$ cat src/rtl/logic_serial_engine_pkg.sv
// Shared opcode constants, FSM encoding and sizing helper for the bit-serial logic engine.
package logic_serial_engine_pkg;

  localparam logic [1:0] LOGIC_AND = 2'b00;
  localparam logic [1:0] LOGIC_OR  = 2'b01;
  localparam logic [1:0] LOGIC_NOR = 2'b10;
  localparam logic [1:0] LOGIC_XOR = 2'b11;

  typedef enum logic [1:0] {
    IDLE = 2'b00,
    RUN  = 2'b01,
    DONE = 2'b10
  } state_e;

  // Step counter is never narrower than one bit, even for a single-step engine.
  function automatic int cnt_width(input int steps);
    return (steps <= 1) ? 1 : $clog2(steps);
  endfunction

endpackage

$ cat src/rtl/logic_slice1.sv
// One-bit combinational logic slice; the engine instantiates LANES of these.
module logic_slice1
  import logic_serial_engine_pkg::*;
(
  input  logic       a,
  input  logic       b,
  input  logic [1:0] op,
  output logic       y
);

  // Opcode decode for a single bit position
  always_comb begin
    y = 1'b0;
    case (op)
      LOGIC_AND: y = a & b;
      LOGIC_OR:  y = a | b;
      LOGIC_NOR: y = ~(a | b);
      LOGIC_XOR: y = a ^ b;
      default:   y = 1'b0;
    endcase
  end

endmodule

$ cat src/rtl/logic_serial_engine.sv
// Bit-serial AND/OR/NOR/XOR engine: LANES bits per cycle, LSB first, with valid/ready on both sides.
module logic_serial_engine
  import logic_serial_engine_pkg::*;
#(
  parameter int WIDTH = 32,
  parameter int LANES = 1
) (
  input  logic             clock,
  input  logic             reset,
  input  logic             in_valid,
  output logic             in_ready,
  input  logic [WIDTH-1:0] in_a,
  input  logic [WIDTH-1:0] in_b,
  input  logic [1:0]       in_op,
  output logic             out_valid,
  input  logic             out_ready,
  output logic [WIDTH-1:0] out_result,
  output logic             out_zero,
  output logic             busy
);

  localparam int STEPS = WIDTH / LANES;
  localparam int CW    = cnt_width(STEPS);
  localparam logic [CW-1:0] LAST_CNT = CW'(STEPS - 1);

  if (LANES < 1 || (WIDTH % LANES) != 0) begin : g_bad_lanes
    $error("logic_serial_engine: LANES must divide WIDTH");
  end

  state_e             state_r;
  state_e             state_next_s;
  logic [WIDTH-1:0]   a_r;
  logic [WIDTH-1:0]   b_r;
  logic [1:0]         op_r;
  logic [WIDTH-1:0]   acc_r;
  logic               zero_acc_r;
  logic [CW-1:0]      cnt_r;
  logic               in_ready_r;
  logic               out_valid_r;
  logic               busy_r;
  logic [WIDTH-1:0]   out_result_r;
  logic               out_zero_r;

  logic [LANES-1:0]       slice_y_s;
  logic [WIDTH+LANES-1:0] acc_cat_s;
  logic [WIDTH-1:0]       acc_next_s;
  logic                   zero_next_s;
  logic                   last_step_s;
  logic                   accept_s;

  for (genvar g = 0; g < LANES; g++) begin : g_lane
    logic_slice1 u_slice (
      .a  (a_r[g]),
      .b  (b_r[g]),
      .op (op_r),
      .y  (slice_y_s[g])
    );
  end

  // Slice outputs enter from the top so the first chunk ends up at bit 0 after STEPS shifts.
  assign acc_cat_s   = {slice_y_s, acc_r};
  assign acc_next_s  = acc_cat_s[WIDTH+LANES-1:LANES];
  assign zero_next_s = zero_acc_r & ~(|slice_y_s);
  assign last_step_s = (cnt_r == LAST_CNT);

  // Next-state and handshake decode
  always_comb begin
    state_next_s = state_r;
    accept_s     = 1'b0;
    case (state_r)
      IDLE: begin
        if (in_valid && in_ready_r) begin
          accept_s     = 1'b1;
          state_next_s = RUN;
        end else begin
          state_next_s = IDLE;
        end
      end
      RUN: begin
        if (last_step_s) begin
          state_next_s = DONE;
        end else begin
          state_next_s = RUN;
        end
      end
      DONE: begin
        if (out_ready) begin
          state_next_s = IDLE;
        end else begin
          state_next_s = DONE;
        end
      end
      default: state_next_s = IDLE;
    endcase
  end

  // State register plus status flags registered from the next state
  always_ff @(posedge clock or negedge reset) begin
    if (!reset) begin
      state_r     <= IDLE;
      in_ready_r  <= 1'b1;
      out_valid_r <= 1'b0;
      busy_r      <= 1'b0;
    end else begin
      state_r     <= state_next_s;
      in_ready_r  <= (state_next_s == IDLE);
      out_valid_r <= (state_next_s == DONE);
      busy_r      <= (state_next_s != IDLE);
    end
  end

  // Operand shifters, accumulators and held result
  always_ff @(posedge clock or negedge reset) begin
    if (!reset) begin
      a_r          <= {WIDTH{1'b0}};
      b_r          <= {WIDTH{1'b0}};
      op_r         <= 2'b00;
      acc_r        <= {WIDTH{1'b0}};
      zero_acc_r   <= 1'b0;
      cnt_r        <= {CW{1'b0}};
      out_result_r <= {WIDTH{1'b0}};
      out_zero_r   <= 1'b0;
    end else if (accept_s) begin
      a_r        <= in_a;
      b_r        <= in_b;
      op_r       <= in_op;
      acc_r      <= {WIDTH{1'b0}};
      zero_acc_r <= 1'b1;
      cnt_r      <= {CW{1'b0}};
    end else if (state_r == RUN) begin
      a_r        <= a_r >> LANES;
      b_r        <= b_r >> LANES;
      acc_r      <= acc_next_s;
      zero_acc_r <= zero_next_s;
      if (last_step_s) begin
        cnt_r        <= {CW{1'b0}};
        out_result_r <= acc_next_s;
        out_zero_r   <= zero_next_s;
      end else begin
        cnt_r <= cnt_r + CW'(1);
      end
    end
  end

  assign in_ready   = in_ready_r;
  assign out_valid  = out_valid_r;
  assign busy       = busy_r;
  assign out_result = out_result_r;
  assign out_zero   = out_zero_r;

endmodule
$ cat config.mk
export PLATFORM = sky130hd
export DESIGN_NAME = logic_serial_engine
export DESIGN_NICKNAME = d
export VERILOG_FILES = /design/src/rtl/logic_serial_engine_pkg.sv /design/src/rtl/logic_slice1.sv /design/src/rtl/logic_serial_engine.sv
export SDC_FILE = /design/constraint.sdc
export NUM_CORES = 1
export LEC_CHECK = 0
export ABC_AREA = 0
export BUFFER_PORTS_ARGS = -buffer_cell sky130_fd_sc_hd__clkbuf_2
export CAP_MARGIN = 20
export CORE_ASPECT_RATIO = 0.75
export CORE_MARGIN = 2
export CORE_UTILIZATION = 50
export DETAILED_ROUTE_END_ITERATION = 10
export PLACE_DENSITY = 0.73
export SYNTH_ARGS = -nofsm -noshare
export SYNTH_HDL_FRONTEND = slang
export SYNTH_SLANG_ARGS = --single-unit
$ cat constraint.sdc
create_clock -name clock -period 2.35 [get_ports clock]
set_clock_uncertainty 0.2 [all_clocks]
set_input_delay 0 -clock clock [delete_from_list [all_inputs] [get_ports clock]]
set_output_delay 0 -clock clock [all_outputs]
set_load 0.005 [all_outputs]
==> metrics.txt <==
outcome=finished, violations left; violated checks=negative hold slack; worst slew pin tran=679 ps; DIE WIDTH=130 microns; TritonCTS Buffers=17; final slew viol count=0; Avg Inst Size Synth=11.1 sq um; final worst setup slack=296 ps; met3 global-route usage=5.59%; layout cells sized above 1=22.1%; post-route ant nets=0; final setup vio count=0; most frequent cells in the layout=dfrtp_1, nand2_1, clkbuf_2, o21ai_0, dlygate4sd3_1; max_cap viols=0; VDD IR-drop max=0.638 mV; Die H=98.8 microns; Final Hold Viols=23; max_slew headroom=54.7%; drt drc=0; largest net degree at the start of global routing=77; GRT Overall Usage=21.2%; clk buf depth=2; placer congestion estimate=0.755; RSZ-0062 raised after global routing=false; Worst-Skew Late Latency=410 ps; R2R cell count=6; crit path DAT=2150 ps; dpl ws=284 ps; Netlist Area Pre-Place=6000 sq um; RR Startpoint=cnt_r[0]; P&R area growth vs syn=33.6%; CORE AREA=11700 sq um; 1st-pass router iterations=4; io pins=106; initial DRC count=220; GRT Residual Overflow=0; final wirelength=12900 microns; cells after synthesis=540; DR WL/cell=14.6 microns; first-pass GRT wire length=21400 microns; most common cell after layout, fill and taps aside=dfrtp_1; Warnings, synthesis=0; Worst-path clk slew=60 ps; critical path type=reg2reg; Post-CTS Resized=0; Tmin final=2050 ps; Final Cycle Share=87.4%; hold_ws=-30.5 ps; startpoint types=flip-flop; RR Endpoint=out_result[3]; GR Util met1=28.6%; Sink Count=141; min-delay worst type=in2async; vias in the first global route=4476; FMAX=487 MHz; IO buf count=105; synth unique cells=30; Setup TNS=0 ps; initial antenna violation count=0; PD cells=1090 nW/um^2; Pwr Total=0.00876 W; Antenna Cells=0; GRT met2 Usage=34.4%; # nets final=786; Rows=34; nature of the critical path endpoint=flip-flop; effective utilization at floorplan=51.4%; gr busiest metal=met2; root cell of the clock tree=clkbuf_16; leakage power=3.78 nW; via count=4441; CTS tree=yes; vias per cell=5.01; Yosys reg bits=141; flop2flop setup slack=300 ps; crit path max fanout=17; die area=12900 sq um; Worst EP required=2440 ps; H-Tree Depth=4; HPWL after DPL=7640 microns; Seq/Total Area, Yosys=58.9%; Synthesized Nets=615
[sequential cells by signal, indices dropped and copies added, names as in the netlist, 2 cells and up]
register    cells
acc_r          31
op_r            2
a_r            32
b_r            32
cnt_r           5
out_result     32
state_r         2
[per-stage QoR]
step           instance area [sq um]  util, %  cells
2_1_floorplan                   6000        -    540
3_3_place_gp                    6710     57.6    785
3_5_place_dp                    6710     57.6    785
4_1_cts                         8010     68.7    886
5_1_grt                         8010     68.7    886
6_report                        8010     68.7    886
[cell type report]
cell class / instances / area (sq um)
clock buffer: 22 / 474
timing repair buffer: 188 / 1400
sequential: 141 / 3530
fill: 857 / 3640
tap: 162 / 203
multi-input combinational: 358 / 2250
clock inverter: 10 / 138
inverter: 5 / 18.8
[Yosys cell counts (all sizes together)]
master  number  area share (%)
a221o        2            0.33
a22o         1            0.15
a22oi        2            0.25
and2b        1            0.13
and3         2            0.21
buf         24             2.9
clkbuf      12            0.81
dfrtp      140              58
dfstp        1            0.44
ha           5             1.0
inv          5            0.31
mux2        35             6.6
mux2i       61              10
nand2      135             8.5
nand2b       1            0.10
nand3        1           0.083
nor2         5            0.35
nor3         3            0.25
nor3b        1            0.13
nor4bb       1            0.17
o21ai      100             8.3
o22a         1            0.15
o41ai        1            0.15
[kinds of logic (layout without fill, tap and decap cells)]
kind of cell	count (synthesis)	count (layout)	share of synthesized area [%]
flops	141	141	58.9
compound gates	107	107	9.37
mux	96	96	16.8
buf+inv	41	225	4.05
simple gates	150	150	9.91
fa+ha+maj	5	5	1.04
[metal layers]
layer / share of wire [%] / vias to the layer above / wire (microns)
met5: 0 / - / 0
met4: 0.67 / 0 / 87
met3: 4.4 / 10 / 565
met2: 48 / 113 / 6240
met1: 47 / 2127 / 6010
li1: - / 2191 / -
[timing repair]
action                    in CTS  in global routing
hold buffers                  69                  0
hold endpoints to repair     212                  0
setup buffers                  0                  0
[how the worst max path moves through the flow]
stage | startpoint | to | slack [ps] | cells after the start
after floorplan | cnt_r[0] | out_result[10] | 420 | 6
after global placement | cnt_r[0] | out_result[3] | 350 | 6
after detailed placement | cnt_r[0] | out_result[3] | 280 | 6
after CTS | cnt_r[0] | out_result[3] | 270 | 6
after global routing | in_ready | b_r[10] | 220 | 5
final | cnt_r[0] | out_result[3] | 300 | 6
[worst max-delay path: stages, from the launching register on]
cell and delay [ps]:
dfrtp_1 400, ha_1 240, and3_1 210, ha_1 210, nand2_2 80, buf_4 250, mux2_2 360
[power by group]
part,internal (W),switching [W],leakage (nW),total (W)
Combinational,0.00112,0.00120,1.59,0.00232
Clock,0.00175,0.000979,0.296,0.00273
Sequential,0.00321,0.000498,1.89,0.00371
Power figures use the tool's default switching activity.
